<file path="src/rtl/elevator_motion_sched_if.sv">
// Elevator scheduler status bundle: call buttons in, car position/motion/door status out.
// Combinational wires only; no latency and no backpressure.
// Status outputs are free-running and must be sampled by the consumer every cycle.
interface elevator_motion_sched_if #(
    parameter int N_FLOORS = 4
) ();
    localparam int FW = (N_FLOORS > 1) ? $clog2(N_FLOORS) : 1;

    logic [N_FLOORS-1:0] req;
    logic [FW-1:0]       cur_floor;
    logic [N_FLOORS-1:0] pending;
    logic                moving_up;
    logic                moving_down;
    logic                door_open;
    logic                tick;

    modport master (
        output req,
        input  cur_floor, pending, moving_up, moving_down, door_open, tick
    );

    modport slave (
        input  req,
        output cur_floor, pending, moving_up, moving_down, door_open, tick
    );
endinterface

</file>
<file path="src/rtl/elevator_motion_sched.sv">
// SCAN floor scheduler with prescaled travel/door-dwell timing and registered status.
// Latency: req visible in pending 1 cycle later; IDLE leaves for MOVE/DOOR on the req edge.
// Backpressure: none; calls are latched until served, repeated presses merge.
module elevator_motion_sched #(
    parameter int N_FLOORS    = 4,
    parameter int TICK_DIV    = 50_000_000,
    parameter int FLOOR_TICKS = 2,
    parameter int DOOR_TICKS  = 3
) (
    input  logic                   clk,
    input  logic                   rst,
    elevator_motion_sched_if.slave bus
);
    localparam int FW   = (N_FLOORS > 1) ? $clog2(N_FLOORS) : 1;
    localparam int PW   = $clog2(TICK_DIV);
    localparam int MAXT = (FLOOR_TICKS > DOOR_TICKS) ? FLOOR_TICKS : DOOR_TICKS;
    localparam int HW   = $clog2(MAXT + 1);

    localparam logic [PW-1:0] PRESC_LAST = PW'(TICK_DIV - 1);
    localparam logic [HW-1:0] FLOOR_LAST = HW'(FLOOR_TICKS - 1);
    localparam logic [HW-1:0] DOOR_LAST  = HW'(DOOR_TICKS - 1);
    localparam logic [FW-1:0] TOP_FLOOR  = FW'(N_FLOORS - 1);

    typedef enum logic [1:0] {ST_IDLE, ST_MOVE, ST_DOOR} state_t;
    typedef enum logic {DIR_UP, DIR_DOWN} dir_t;

    state_t              state_q, state_d;
    dir_t                dir_q, dir_d;
    logic [FW-1:0]       cur_floor_q, cur_floor_d;
    logic [N_FLOORS-1:0] pending_q, pending_d;
    logic [PW-1:0]       presc_q, presc_d;
    logic [HW-1:0]       phase_q, phase_d;

    logic [N_FLOORS-1:0] pend_or;
    logic [N_FLOORS-1:0] serve;
    logic                call_above, call_below;
    logic                go_up, go_down;
    logic                tick_w, floor_done, door_done, at_end;
    logic [FW-1:0]       next_floor;

    assign pend_or = pending_q | bus.req;

    always_comb begin
        call_above = 1'b0;
        call_below = 1'b0;
        for (int i = 0; i < N_FLOORS; i++) begin
            if (pend_or[i] && (i > int'(cur_floor_q))) call_above = 1'b1;
            if (pend_or[i] && (i < int'(cur_floor_q))) call_below = 1'b1;
        end
    end

    // SCAN: keep the current heading while anything remains ahead of it.
    assign go_up   = (dir_q == DIR_UP) ? call_above : (call_above && !call_below);
    assign go_down = (dir_q == DIR_UP) ? (call_below && !call_above) : call_below;

    assign next_floor = (dir_q == DIR_UP) ? cur_floor_q + FW'(1) : cur_floor_q - FW'(1);
    assign at_end     = (dir_q == DIR_UP) ? (cur_floor_q == TOP_FLOOR) : (cur_floor_q == '0);

    always_comb begin
        state_d     = state_q;
        dir_d       = dir_q;
        cur_floor_d = cur_floor_q;
        serve       = '0;
        presc_d     = '0;
        phase_d     = '0;
        tick_w      = (state_q != ST_IDLE) && (presc_q == PRESC_LAST);
        if (state_q != ST_IDLE) begin
            presc_d = tick_w ? '0 : presc_q + PW'(1);
            phase_d = tick_w ? phase_q + HW'(1) : phase_q;
        end
        floor_done = tick_w && (phase_q == FLOOR_LAST);
        door_done  = tick_w && (phase_q == DOOR_LAST);

        case (state_q)
            ST_IDLE: begin
                if (pend_or[cur_floor_q]) begin
                    state_d            = ST_DOOR;
                    serve[cur_floor_q] = 1'b1;
                end else if (go_up) begin
                    state_d = ST_MOVE;
                    dir_d   = DIR_UP;
                end else if (go_down) begin
                    state_d = ST_MOVE;
                    dir_d   = DIR_DOWN;
                end
            end
            ST_MOVE: begin
                if (floor_done) begin
                    phase_d = '0;
                    // Unreachable while a target lies ahead; stops the car rather than wrapping.
                    if (at_end) begin
                        state_d = ST_IDLE;
                    end else begin
                        cur_floor_d = next_floor;
                        if (pend_or[next_floor]) begin
                            state_d           = ST_DOOR;
                            serve[next_floor] = 1'b1;
                        end
                    end
                end
            end
            ST_DOOR: begin
                // A press at the open floor extends the dwell instead of queueing a call.
                serve[cur_floor_q] = 1'b1;
                if (bus.req[cur_floor_q]) begin
                    presc_d = '0;
                    phase_d = '0;
                end else if (door_done) begin
                    phase_d = '0;
                    if (go_up) begin
                        state_d = ST_MOVE;
                        dir_d   = DIR_UP;
                    end else if (go_down) begin
                        state_d = ST_MOVE;
                        dir_d   = DIR_DOWN;
                    end else begin
                        state_d = ST_IDLE;
                    end
                end
            end
            default: state_d = ST_IDLE;
        endcase

        pending_d = pend_or & ~serve;
    end

    always_ff @(posedge clk) begin
        if (rst) begin
            state_q     <= ST_IDLE;
            dir_q       <= DIR_UP;
            cur_floor_q <= '0;
            pending_q   <= '0;
            presc_q     <= '0;
            phase_q     <= '0;
        end else begin
            state_q     <= state_d;
            dir_q       <= dir_d;
            cur_floor_q <= cur_floor_d;
            pending_q   <= pending_d;
            presc_q     <= presc_d;
            phase_q     <= phase_d;
        end
    end

    assign bus.cur_floor   = cur_floor_q;
    assign bus.pending     = pending_q;
    assign bus.moving_up   = (state_q == ST_MOVE) && (dir_q == DIR_UP);
    assign bus.moving_down = (state_q == ST_MOVE) && (dir_q == DIR_DOWN);
    assign bus.door_open   = (state_q == ST_DOOR);
    assign bus.tick        = tick_w;
endmodule
</file>
<file path="src/flat_wrapper.sv">
// flat-port wrapper written by rule: the top's interface ports become plain ports
module elevator_motion_sched_flat 
#(
    parameter int N_FLOORS    = 4,
    parameter int TICK_DIV    = 50_000_000,
    parameter int FLOOR_TICKS = 2,
    parameter int DOOR_TICKS  = 3
)
  (clk, rst, bus_req, bus_cur_floor, bus_pending, bus_moving_up, bus_moving_down, bus_door_open, bus_tick);
  elevator_motion_sched_if #(.N_FLOORS(N_FLOORS)) bus_i ();
  input  logic clk;
  input  logic rst;
  input wire logic [$bits(bus_i.req)-1:0] bus_req;
  output wire logic [$bits(bus_i.cur_floor)-1:0] bus_cur_floor;
  output wire logic [$bits(bus_i.pending)-1:0] bus_pending;
  output wire logic [$bits(bus_i.moving_up)-1:0] bus_moving_up;
  output wire logic [$bits(bus_i.moving_down)-1:0] bus_moving_down;
  output wire logic [$bits(bus_i.door_open)-1:0] bus_door_open;
  output wire logic [$bits(bus_i.tick)-1:0] bus_tick;
  assign bus_i.req = bus_req;
  assign bus_cur_floor = bus_i.cur_floor;
  assign bus_pending = bus_i.pending;
  assign bus_moving_up = bus_i.moving_up;
  assign bus_moving_down = bus_i.moving_down;
  assign bus_door_open = bus_i.door_open;
  assign bus_tick = bus_i.tick;
  elevator_motion_sched #(.N_FLOORS(N_FLOORS), .TICK_DIV(TICK_DIV), .FLOOR_TICKS(FLOOR_TICKS), .DOOR_TICKS(DOOR_TICKS)) u_core (.clk(clk), .rst(rst), .bus(bus_i));
endmodule
</file>
<file path="config.mk">
export PLATFORM = sky130hd
export DESIGN_NAME = elevator_motion_sched_flat
export DESIGN_NICKNAME = d
export VERILOG_FILES = /design/src/rtl/elevator_motion_sched_if.sv /design/src/rtl/elevator_motion_sched.sv /design/src/flat_wrapper.sv
export SDC_FILE = /design/constraint.sdc
export NUM_CORES = 1
export LEC_CHECK = 0
export CAP_MARGIN = 40
export CELL_PAD_IN_SITES_DETAIL_PLACEMENT = 1
export CELL_PAD_IN_SITES_GLOBAL_PLACEMENT = 1
export CORE_ASPECT_RATIO = 0.8
export CORE_UTILIZATION = 41
export CTS_BUF_LIST = sky130_fd_sc_hd__clkbuf_2 sky130_fd_sc_hd__clkbuf_4 sky130_fd_sc_hd__clkbuf_8
export CTS_CLUSTER_DIAMETER = 150
export DETAILED_ROUTE_END_ITERATION = 7
export PLACE_DENSITY = 0.76
export SKIP_CTS_REPAIR_TIMING = 1
export SLEW_MARGIN = 25
export SYNTH_ARGS = -nofsm -noshare
export SYNTH_HDL_FRONTEND = slang
export SYNTH_SLANG_ARGS = --single-unit
</file>
<file path="constraint.sdc">
create_clock -name clk -period 2.41 [get_ports clk]
set_input_delay 0.3615 -clock clk [delete_from_list [all_inputs] [get_ports clk]]
set_output_delay 0.3615 -clock clk [all_outputs]
set_load 0.005 [all_outputs]
</file>
==> results.sh, run 1 <==
export IMPL_ys_warn_count=0
export IMPL_path_clk_slew_ns=0.08
export IMPL_layout_min_cycle_time_ns=2.307
export IMPL_hpwl_um=3743
export IMPL_grt_max_degree=27
export IMPL_r2r_end="u_core.dir_q"
export IMPL_die_y_um=65.16
export IMPL_antenna_cells=0
export IMPL_min_from="u_core.presc_q[0]"
export IMPL_wl_met3_um=203
export IMPL_top_layer_used="met4"
export IMPL_synth_area_leaders="dfxtp_1, xnor2_1, nor2_1"
export IMPL_cts_tree="built"
export IMPL_reg2regPathDepth=8
export IMPL_async_reset_ff_share_pct=0
export IMPL_path_max_fanout=5
export IMPL_core_area_um2=4679
export IMPL_crit_required_ns=2.62
export IMPL_yosys_cell_count_top_type="nor2_1"
export IMPL_ys_ff_latch=37
export IMPL_holdWs_ns=0.4783
export IMPL_wl_per_cell_um=15.58
export IMPL_worst_pin_slew_ns=0.5331
export IMPL_die_w_um=80.95
export IMPL_r2r_start="u_core.state_q[0]"
export IMPL_syn_inst=233
export IMPL_syn_to_final_growth_pct=20.81
export IMPL_drtPass1Iterations=4
export IMPL_syn_num_nets=251
export IMPL_track_usage_pct=21.54
export IMPL_clock_sinks=37
export IMPL_num_rows=22
export IMPL_p_leak_uw=0.0008672
export IMPL_ys_types=41
export IMPL_place_ws_ns=0.01414
export IMPL_antenna_found_initial=0
export IMPL_cts_max_path_buffers=2
export IMPL_cap_violations=0
export IMPL_synth_enable_flop_cells=0
export IMPL_cp_data_arrival_time_ns=2.52
export IMPL_dieArea_um2=5275
export IMPL_path_class="reg2reg"
export IMPL_fin_crit_sh_pct=95.74
export IMPL_synth_seq_area_share_pct=36.23
export IMPL_clk_latency_ns=0.29
export IMPL_vias_per_cell=5.391
export IMPL_slew_violations=0
export IMPL_syn_avg_cell_area_um2=8.775
export IMPL_finalPower_uw=1697
export IMPL_skew_ns=0.007272
export IMPL_drcViolationCount=0
export IMPL_drtIter0Drc=137
export IMPL_grt_ovfl_total=0
export IMPL_tns_ns=0
export IMPL_status="complete, no violations"
export IMPL_grt_pass1_vias=1812
export IMPL_port_buffers=15
export IMPL_worst_slack_ns=0.1026
export IMPL_start_util_pct=43.69
export IMPL_hp_class="reg2reg"
export IMPL_whs_path_depth=1
export IMPL_fmax_ghz=0.4334
export IMPL_layout_drive_gt1_share_pct=12.31
export IMPL_yosys_area_top_type_share_pct=36.23
export IMPL_ir_worst_vdd_uv=453.0
export IMPL_ys_flop_type="dfxtp_1"
export IMPL_slew_headroom_pct=64.35
export IMPL_fill_cells=554
export IMPL_whs_endpoint="u_core.presc_q[0]"
export IMPL_yosysTopAreaCell="dfxtp_1"
export IMPL_io_pins=16
export IMPL_synth_common_cells="nor2_1, dfxtp_1, xnor2_1"
export IMPL_cts_max_level=2
export IMPL_crit_path_start_kind="flip-flop"
export IMPL_grt_pass1_wl_um=8687
export IMPL_cp_end_kind="flip-flop"
export IMPL_setup_viol=0
export IMPL_finalHoldViolCount=0
export IMPL_p_per_area_nw_per_um2=686.9
export IMPL_cts_root_buf="clkbuf_8"
export IMPL_place_congestion=0.8130
export IMPL_ant_nets=0
export IMPL_vias=1725
export IMPL_rrSetupSlack_ns=0.10
export IMPL_synth_area_um2=2044
export IMPL_met1_length_um=2710
export IMPL_wl_met2_um=2054
export IMPL_drt_wl_total_um=4986
export IMPL_cts_made_buffers=5
export IMPL_fin_nets=277
cell families (layout without fill, tap and decap cells):
logic type | Yosys count | count (layout) | share of synthesized area [%]
XOR/XNOR | 28 | 28 | 11.99
buffers and inverters | 24 | 51 | 4.407
flip-flops | 37 | 37 | 36.23
AND/OR/NAND/NOR | 100 | 100 | 26.01
multiplexers | 7 | 7 | 5.263
adder cells (fa/ha/maj) | 12 | 12 | 7.344
AO/OA/AOI/OAI | 25 | 25 | 8.751
critical path, stage by stage (launching register included):
cell	delay, ns
dfxtp_2	0.33
inv_1	0.05
ha_1	0.21
or4_4	0.43
nor4_4	0.19
buf_4	0.18
a41oi_1	0.15
or4b_1	0.52
a31oi_1	0.16
registers in the layout (all words and copies together), names as in the netlist:
name	flops
u_core.presc_q	26
u_core.bus.pending	4
u_core.bus.cur_floor	2
u_core.phase_q	2
u_core.state_q	2
u_core.dir_q	1
how the worst max path moves through the flow:
stage	startpoint	end	slack [ns]
finish	u_core.state_q[0]	u_core.dir_q	0.10
global route	u_core.presc_q[0]	u_core.dir_q	-0.006
CTS	u_core.state_q[0]	bus_tick	-0.30
detailed placement	u_core.state_q[0]	u_core.dir_q	0.01
global placement	bus_req[1]	u_core.bus.pending[0]	0.09
floorplan	u_core.state_q[0]	u_core.dir_q	0.04
metrics by stage:
step           cell area (µm²)  util [%]  std cells
4_1_cts                   2454     52.43        320
3_5_place_dp              2338     49.97        312
3_3_place_gp              2338     49.97        312
5_1_grt                   2470     52.78        320
6_report                  2470     52.78        320
2_1_floorplan             2044         -        233
power breakdown:
group | switching [µW] | total (µW) | internal, µW
sequential | 21.3 | 666 | 645
clock | 229 | 551 | 322
combinational | 258 | 480 | 222
cells in the final DEF, fill, tap and decap left out, types with 2 or more instances in the layout:
cell type	n
and4_1	3
and2_1	3
o21ai_0	5
xor2_1	4
nand4_1	6
nand2b_1	4
nand2_1	8
buf_4	10
nand3_1	8
a211oi_1	2
dfxtp_2	2
a21oi_1	3
ha_1	12
o21bai_1	2
inv_2	2
clkbuf_8	5
xnor2_1	24
mux4_2	3
o311a_1	2
clkdlybuf4s50_1	14
nor4_1	8
nor4_4	2
nor2_1	41
nor3_1	7
mux2i_1	4
inv_1	15
dfxtp_1	35
a31oi_1	2
a2111oi_0	4
layout make-up:
cell class / instances / area (µm²) / share of cell area, %
multi-input combinational: 172 / 1225 / 49.59
sequential: 37 / 743.2 / 30.09
timing repair buffer: 26 / 247.7 / 10.03
clock buffer: 6 / 76.32 / 3.090
tap: 60 / 75.07 / 3.040
inverter: 17 / 63.81 / 2.584
clock inverter: 2 / 38.79 / 1.570
routing by layer:
| layer | track usage, % | vias up |
|---|---|---|
| met5 | 0 | - |
| met4 | 4.018 | 0 |
| met3 | 5.972 | 2 |
| met2 | 32.04 | 24 |
| met1 | 31.03 | 839 |
| li1 | - | 860 |
No activity file was read; power rests on OpenSTA's default activity.
==> inputs of run 2 (changes only) <==
--- a/config.mk
+++ b/config.mk
@@ -5,15 +5,16 @@
 export SDC_FILE = /design/constraint.sdc
 export NUM_CORES = 1
 export LEC_CHECK = 0
+export ABC_AREA = 1
 export CAP_MARGIN = 40
 export CELL_PAD_IN_SITES_DETAIL_PLACEMENT = 1
 export CELL_PAD_IN_SITES_GLOBAL_PLACEMENT = 1
 export CORE_ASPECT_RATIO = 0.8
-export CORE_UTILIZATION = 41
+export CORE_UTILIZATION = 40
 export CTS_BUF_LIST = sky130_fd_sc_hd__clkbuf_2 sky130_fd_sc_hd__clkbuf_4 sky130_fd_sc_hd__clkbuf_8
 export CTS_CLUSTER_DIAMETER = 150
 export DETAILED_ROUTE_END_ITERATION = 7
-export PLACE_DENSITY = 0.76
+export PLACE_DENSITY = 0.78
 export SKIP_CTS_REPAIR_TIMING = 1
 export SLEW_MARGIN = 25
 export SYNTH_ARGS = -nofsm -noshare
==> run 2 against run 1 <==
Non-clock buffer count shrank 3. Flip-flop and latch count unchanged. Clock power decreased by 15%. Sequential power rose by 2%. Sequential share of layout area decreased by 3.3 points. Clock skew is 0.0024 ns lower. Critical path type unchanged.
==> results.sh, run 2 <==
export IMPL_status="complete, no violations"
export IMPL_vias_per_cell=4.946
export IMPL_yosys_cell_count_top_type="nand2_1"
export IMPL_ir_worst_vdd_uv=317.5
export IMPL_finalHoldViolCount=0
export IMPL_slowest_stage="dfxtp_1"
export IMPL_slew_headroom_pct=68.54
export IMPL_clk_latency_ns=0.29
export IMPL_multi_input_area_um2=1449
export IMPL_regMostFlops="u_core.presc_q"
export IMPL_fin_nets=407
export IMPL_p_switching_uw=630.3
export IMPL_p_leak_uw=0.001097
export IMPL_synth_area_um2=2402
export IMPL_hp_class="reg2reg"
export IMPL_synth_area_leaders="dfxtp_1, nand2_1, nor2_1"
export IMPL_post_dp_cell_area_um2=2658
export IMPL_largest_register_ffs=26
export IMPL_synth_enable_flop_cells=0
export IMPL_setup_viol=0
export IMPL_drtPass1Iterations=4
export IMPL_path_clk_slew_ns=0.08
export IMPL_cts_max_level=2
export IMPL_drcViolationCount=0
export IMPL_cpPeakStageDelay_ns=0.47
export IMPL_crit_top_cell="nand2_1"
export IMPL_syn_inst=362
export IMPL_ant_nets=0
export IMPL_worst_pin_slew_ns=0.4683
export IMPL_num_rows=24
export IMPL_crit_family="simple AND/OR/NAND/NOR gates"
export IMPL_ys_ff_latch=37
export IMPL_start_util_pct=42.78
export IMPL_cap_violations=0
export IMPL_core_area_um2=5615
export IMPL_p_int_uw=1102
export IMPL_antenna_cells=0
export IMPL_cp_cell_sequence="inv_1, ha_1, xnor2_2, inv_1, nand2_1, nand2_1, nand2_1, nand3_1, nor2_1, nand2_1, nand2_1, nor2_1"
export IMPL_dp_cells=457
export IMPL_vias=2310
export IMPL_skew_ns=0.004828
export IMPL_synth_seq_area_share_pct=30.83
export IMPL_path_class="reg2reg"
export IMPL_fin_cells=467
export IMPL_layout_common_cells="nand2_1, nor2_1, inv_1"
export IMPL_syn_num_nets=380
export IMPL_slew_violations=0
export IMPL_path_max_fanout=8
export IMPL_fmax_ghz=0.4714
export IMPL_cts_tree="built"
export IMPL_yosysTopAreaCell="dfxtp_1"
export IMPL_cts_max_path_buffers=2
export IMPL_tns_ns=0
export IMPL_fin_area_um2=2788
export IMPL_yosys_area_top_type_share_pct=30.83
export IMPL_power_frac_comb_pct=33.8
export IMPL_die_y_um=71.32
export IMPL_cts_made_buffers=5
export IMPL_port_buffers=15
export IMPL_cp_end_kind="flip-flop"
export IMPL_grt_max_degree=15
export IMPL_place_congestion=0.8447
export IMPL_ys_types=37
export IMPL_layout_min_cycle_time_ns=2.121
export IMPL_fin_crit_sh_pct=88.02
export IMPL_track_usage_pct=23.06
export IMPL_crit_required_ns=2.60
export IMPL_dieArea_um2=6322
export IMPL_path_buf_inv=2
export IMPL_seqCellArea_um2=745.7
export IMPL_cp_data_arrival_time_ns=2.31
export IMPL_hpwl_um=5245
export IMPL_grt_ovfl_total=0
export IMPL_wl_per_cell_um=13.93
export IMPL_grt_pass1_vias=2350
export IMPL_syn_to_final_growth_pct=16.04
export IMPL_layout_drive_gt1_share_pct=14.65
export IMPL_die_w_um=88.65
export IMPL_p_per_area_nw_per_um2=621.4
export IMPL_crit_path_start_kind="flip-flop"
export IMPL_seqPwrFrac_pct=39.1
export IMPL_finalPower_uw=1732
export IMPL_cts_root_buf="clkbuf_8"
export IMPL_grt_pass1_wl_um=11160
export IMPL_drt_wl_total_um=6504
export IMPL_ys_warn_count=0
export IMPL_fill_cells=785
export IMPL_p_clk_share_pct=27.1
export IMPL_ys_flop_type="dfxtp_1"
export IMPL_synth_common_cells="nand2_1, nor2_1, inv_1"
export IMPL_syn_avg_cell_area_um2=6.636
export IMPL_io_pins=16
export IMPL_p_sw_share_pct=36.39
export IMPL_rsz0062_at_grt="false"
export IMPL_antenna_found_initial=0
export IMPL_drtIter0Drc=110
export IMPL_final_common_cell="nand2_1"
export IMPL_clock_sinks=37
export IMPL_async_reset_ff_share_pct=0
[run 2: cell type report]
class                           count  share of cell area (%)
Clock buffer                        7                   3.232
Inverter                           50                   6.912
Multi-Input combinational cell    272                   51.97
Sequential cell                    37                   26.75
Tap cell                           78                   3.501
Timing Repair Buffer               23                   7.630
[run 2: worst paths after layout]
path                                 from                 to  slack, ns  depth (start not counted)
setup / recovery  u_core.bus.cur_floor[1]  u_core.state_q[0]       0.29                         12
hold / removal          u_core.presc_q[0]  u_core.presc_q[0]       0.43                          1
setup reg to reg  u_core.bus.cur_floor[1]  u_core.state_q[0]       0.29                         12
hold reg to reg         u_core.presc_q[0]  u_core.presc_q[0]       0.43                          1
[run 2: power by group through the flow]
stage / clock (µW) / sequential [µW] / combinational, µW
after global routing: 512 / 683 / 658
after global placement: 0 / 684 / 564
after CTS: 477 / 673 / 592
after floorplan: 0 / 680 / 393
final: 470 / 678 / 585
after detailed placement: 0 / 687 / 583
[run 2: kinds of logic after synthesis]
| logic type | synth area share (%) |
|---|---|
| and+or+nand+nor | 41.41 |
| buffers and inverters | 9.271 |
| AOI/OAI and AO/OA | 9.688 |
| DFF | 30.83 |
| adders and majority gates | 6.250 |
| xor gates and xnor gates | 2.552 |
[run 2: per-stage QoR]
step,worst slack (ns),hold WS [ns],util [%]
global placement,0.3288,0.4428,47.33
finish,0.2887,0.4338,49.64
CTS,-0.06233,0.4701,48.93
global route,0.06261,0.4596,49.64
floorplan,0.3994,0.4259,-
detailed placement,0.2121,0.4520,47.33
[run 2: routing by layer]
layer | GRT usage [%] | vias up | share of wire, %
met5 | 0 | - | 0
met4 | 3.226 | 0 | 0.37
met2 | 33.85 | 25 | 40
li1 | - | 1216 | -
met1 | 35.00 | 1065 | 55
met3 | 5.184 | 4 | 4.3
==> variant 1 (config.mk and constraints of run 2) <==
`FLOOR_TICKS` is set to 2 in 2 places; all go to 4.
--- a/src/rtl/elevator_motion_sched.sv
+++ b/src/rtl/elevator_motion_sched.sv
@@ -6,3 +6,3 @@
     parameter int TICK_DIV    = 50_000_000,
-    parameter int FLOOR_TICKS = 2,
+    parameter int FLOOR_TICKS = 4,
     parameter int DOOR_TICKS  = 3
--- a/src/flat_wrapper.sv
+++ b/src/flat_wrapper.sv
@@ -5,3 +5,3 @@
     parameter int TICK_DIV    = 50_000_000,
-    parameter int FLOOR_TICKS = 2,
+    parameter int FLOOR_TICKS = 4,
     parameter int DOOR_TICKS  = 3
Behaviour: no difference found for any inputs over 10 cycles, from zero or initial values and one cycle with rst high; that may be too few to reach the edited logic, so the function may still have changed.
==> variant 1 against run 2 <==
  * Synthesized area rose by 6.5%
  * Cell area rose by 5.5%
  * Die area rose by 6.3%
  * Power rose by 4.0%
  * Sequential cell count rose by 1
  * Wire length rose by 12%
  * Synthesized cell count rose by 6.1%
  * Sequential power rose by 1%
  * Setup slack improved by 18 ps
  * Critical endpoint is now bus_door_open
==> variant 1: results <==
set metrics [dict create \
    status "finished clean" \
    crit_start "u_core.state_q[1]" \
    rrSetupSlack_ps 420 \
    rr_worst_depth 10 \
    n_antenna_cell 0 \
    synth_fa_ha_area_share_pct 6.85 \
    first_global_vias 2392 \
    hpwlAfterDp_um 5850 \
    synth_area_leaders "dfxtp_1 (30%), nand2_1 (12%), nor2_1 (10%)" \
    worstPathMaxFanout 9 \
    period_minus_slack_ps 2100 \
    syn_area_per_cell_um2 6.66 \
    grt_pass1_wl_um 11900 \
    final_net_count 429 \
    finalWeightedCongestion 0.825 \
    final.setup_skew_ps 7.77 \
    via_per_inst 5.13 \
    worst_ep_arrival_time_ps 1740 \
    utilization_pct 48.7 \
    post-place-cells 478 \
    ir_drop_mv 0.448 \
    p_int_mw 1.13 \
    synth_commonest_cells "nand2_1 (82), nor2_1 (71), inv_1 (48), dfxtp_1 (38), a21oi_1 (18)" \
    worst_pin_slew_ps 456 \
    synth_compound_area_share_pct 7.93 \
    layout-drive-gt1-share_pct 13.0 \
    drt_wl_total_um 7310 \
    synth_xor_area_share_pct 4.06 \
    min_from "u_core.presc_q[22]" \
    min_path_cells 2 \
    pre_cts_ws_ps 185 \
    vias 2509 \
    grt_usage_pct 23.2 \
    drt_iter0_markers 111 \
    ys_types 36 \
    synthesis.nets 404 \
    ys_seq_area_share_pct 29.7 \
    worstHoldEndpoint "u_core.presc_q[22]" \
    fill_cells 820 \
    timing.hold.ws_ps 458 \
    placed_cell_area_mm2 0.00280 \
    worstReg2RegStart "u_core.bus.cur_floor[0]" \
]
==> variant 1: cell count changes after synthesis, sizes merged, moves of 2 or more <==
cell,change
nor2,+10
o21ai,-4
buf,+2
nor3,-3
xnor2,+3
nand3,+2
ha,+2
nand3b,+3
inv,+4
clkinv,-2
==> variant 1: routing by layer <==
metal  vias to the layer above  part of all wire, %  wire (um)  GRT usage (%)
met2                        17                   41       3010           33.8
met1                      1215                   56       4080           35.2
li1                       1270                    -          -              -
met5                         -                    0          0              0
met4                         0                 0.83         61           5.82
met3                         7                  2.1        157           3.42
==> variant 1: worst max-delay path, stage by stage (launching register included) <==
cell and delay [ps]:
dfxtp_2 360, buf_4 110, ha_1 390, clkdlybuf4s50_1 580
==> variant 1: cell type report <==
cell class	count	area share, %
repair buffers	24	7.49
flip-flops and latches	38	26.0
inverters	52	6.64
clock buffers	6	2.81
multi-input cells	288	53.7
well taps	81	3.45
==> variant 1: power by group through the flow <==
stage | logic, mW | registers [mW] | clock network [mW]
detailed placement | 0.620 | 0.703 | 0
CTS | 0.624 | 0.690 | 0.464
floorplan | 0.429 | 0.697 | 0
global placement | 0.598 | 0.699 | 0
finish | 0.659 | 0.687 | 0.454
global route | 0.736 | 0.692 | 0.482
==> variant 1: worst max-delay path by stage <==
stage                         to
3_3_place_gp            bus_tick
2_1_floorplan  u_core.state_q[0]
6_report           bus_door_open
4_1_cts                 bus_tick
3_5_place_dp            bus_tick
5_1_grt            bus_moving_up
==> variant 1: cells by family after synthesis <==
kind of cell    count (synthesis)
simple gates                  226
flops                          38
xor+xnor                       11
compound gates                 37
fa+ha+maj                      14
buf+inv                        58
==> variant 2 (settings of run 2) <==
Without the edit above. Take the reset off `pending_q` and load it in a clocked block of its own.
--- a/src/rtl/elevator_motion_sched.sv
+++ b/src/rtl/elevator_motion_sched.sv
@@ -131,3 +131,2 @@
             cur_floor_q <= '0;
-            pending_q   <= '0;
             presc_q     <= '0;
@@ -138,3 +137,2 @@
             cur_floor_q <= cur_floor_d;
-            pending_q   <= pending_d;
             presc_q     <= presc_d;
@@ -142,2 +140,6 @@
         end
+    end
+
+    always_ff @(posedge clk) begin
+        pending_q <= pending_d;
     end
Formal check against the unedited RTL: not equivalent (a bounded check fails within 4 cycles, from zero or initial values and one cycle with rst high).
==> variant 2 against run 2 <==
  * Power fell by 6.0%
  * Combinational power shrank 13%
  * Sequential cell count stayed put
  * Wire length is 1.5% higher
  * Via count down 1.9%
  * Clock skew down 0.52 ps
  * Sequential power decreased by 0.7%
  * Synthesized area down 1.5%
  * Global-route usage decreased by 0.34 points
  * Fmax shrank 9.6%
  * Cell area is 2.3% lower
  * Setup slack worse by 230 ps
==> variant 2: results <==
set metrics [dict create \
    synth_area_leaders "dfxtp_1 (31%), nand2_1 (13%), nor2_1 (9.4%)" \
    path_delay_family "buffers and inverters" \
    grt_max_degree 17 \
    syn_area_per_cell_um2 6.68 \
    largest-register "u_core.presc_q" \
    worstReg2RegStart "u_core.bus.cur_floor[0]" \
    power_leakage_nw 1.08 \
    synth_mux_area_share_pct 0.423 \
    max_slew_margin_pct 76.3 \
    synthFlopType "dfxtp_1" \
    ys_types 32 \
    drt_wl_total_um 6600 \
    wl_per_cell_um 14.5 \
    final_net_count 395 \
    layout-drive-gt1-share_pct 14.6 \
    worstPathMaxFanout 5 \
    synth_fa_ha_area_share_pct 6.35 \
    ir_drop_mv 0.271 \
    critPathMaxStageDelay_ps 490 \
    cts_buffers 5 \
    rrSetupSlack_ps 390 \
    ys_seq_area_share_pct 31.3 \
    grt_pass1_wl_um 10900 \
    finalWeightedCongestion 0.906 \
    synth_xor_area_share_pct 4.39 \
    rr_worst_depth 11 \
    timing.hold.ws_ps 455 \
    final.setup_skew_ps 4.31 \
    post-place-cells 444 \
    cts_root_buf "clkbuf_8" \
    grt_usage_pct 22.7 \
    vias 2265 \
    n_antenna_cell 0 \
    hpwlAfterDp_um 5180 \
    r2r-end "u_core.state_q[0]" \
    first_global_vias 2245 \
    worst_ep_arrival_time_ps 1990 \
    synth_compound_area_share_pct 8.14 \
    drt_iter0_markers 69 \
    synth_top_family_by_area "simple AND/OR/NAND/NOR gates" \
    synth_commonest_cells "nand2_1 (85), nor2_1 (59), inv_1 (43), dfxtp_1 (37), a21oi_1 (16)" \
    switchingPower_uw 600 \
    min_path_cells 1 \
    synthesis.nets 372 \
    status "finished clean" \
    critPathSlowestCell "clkdlybuf4s50_1" \
]
-- variant 2: kinds of logic (layout without fill, tap and decap cells) --
| logic type | Yosys count | in the layout |
|---|---|---|
| AOI/OAI and AO/OA | 36 | 36 |
| xor gates and xnor gates | 11 | 11 |
| adders and majority gates | 12 | 12 |
| buffers and inverters | 55 | 79 |
| DFF | 37 | 37 |
| muxes | 1 | 1 |
| and+or+nand+nor | 202 | 202 |
-- variant 2: worst max-delay path by stage --
stage	start	endpoint	slack, ps	cells after the start
floorplan	u_core.bus.cur_floor[0]	u_core.state_q[0]	510	13
global placement	u_core.state_q[0]	bus_tick	340	8
detailed placement	bus_req[2]	u_core.presc_q[6]	250	7
CTS	u_core.state_q[0]	bus_tick	-30	8
global route	u_core.presc_q[0]	bus_tick	-30	8
finish	u_core.presc_q[0]	bus_tick	60	8
-- variant 2: power by group through the flow --
stage / combinational (mW) / clock [mW] / sequential (mW)
after floorplan: 0.329 / 0 / 0.676
after global placement: 0.476 / 0 / 0.679
after detailed placement: 0.487 / 0 / 0.681
after CTS: 0.493 / 0.454 / 0.666
after global routing: 0.575 / 0.479 / 0.676
final: 0.511 / 0.445 / 0.673
-- variant 2: layout make-up --
type                    count  area [um^2]
flip-flops and latches     37          746
clock buffers               5         68.8
well taps                  78         97.6
clock inverters             3         17.5
repair buffers             21          195
inverters                  50          188
multi-input cells         262         1410
fillers                   767         2860
-- variant 2: metal layers --
metal / part of all wire [%] / wire length (um) / track usage (%) / up-vias
li1: - / - / - / 1163
met2: 40 / 2650 / 32.0 / 35
met5: 0 / 0 / 0 / -
met3: 3.7 / 241 / 4.67 / 8
met1: 55 / 3630 / 34.5 / 1059
met4: 1.2 / 77 / 6.38 / 0
-- variant 2: through the flow --
stage          TNS (ps)  setup WS [ps]  cell area [um^2]
6_report              0           63.1              2720
5_1_grt           -31.2          -31.2              2720
4_1_cts           -28.2          -28.2              2680
3_5_place_dp          0            250              2590
3_3_place_gp          0            343              2590
2_1_floorplan         0            512              2370
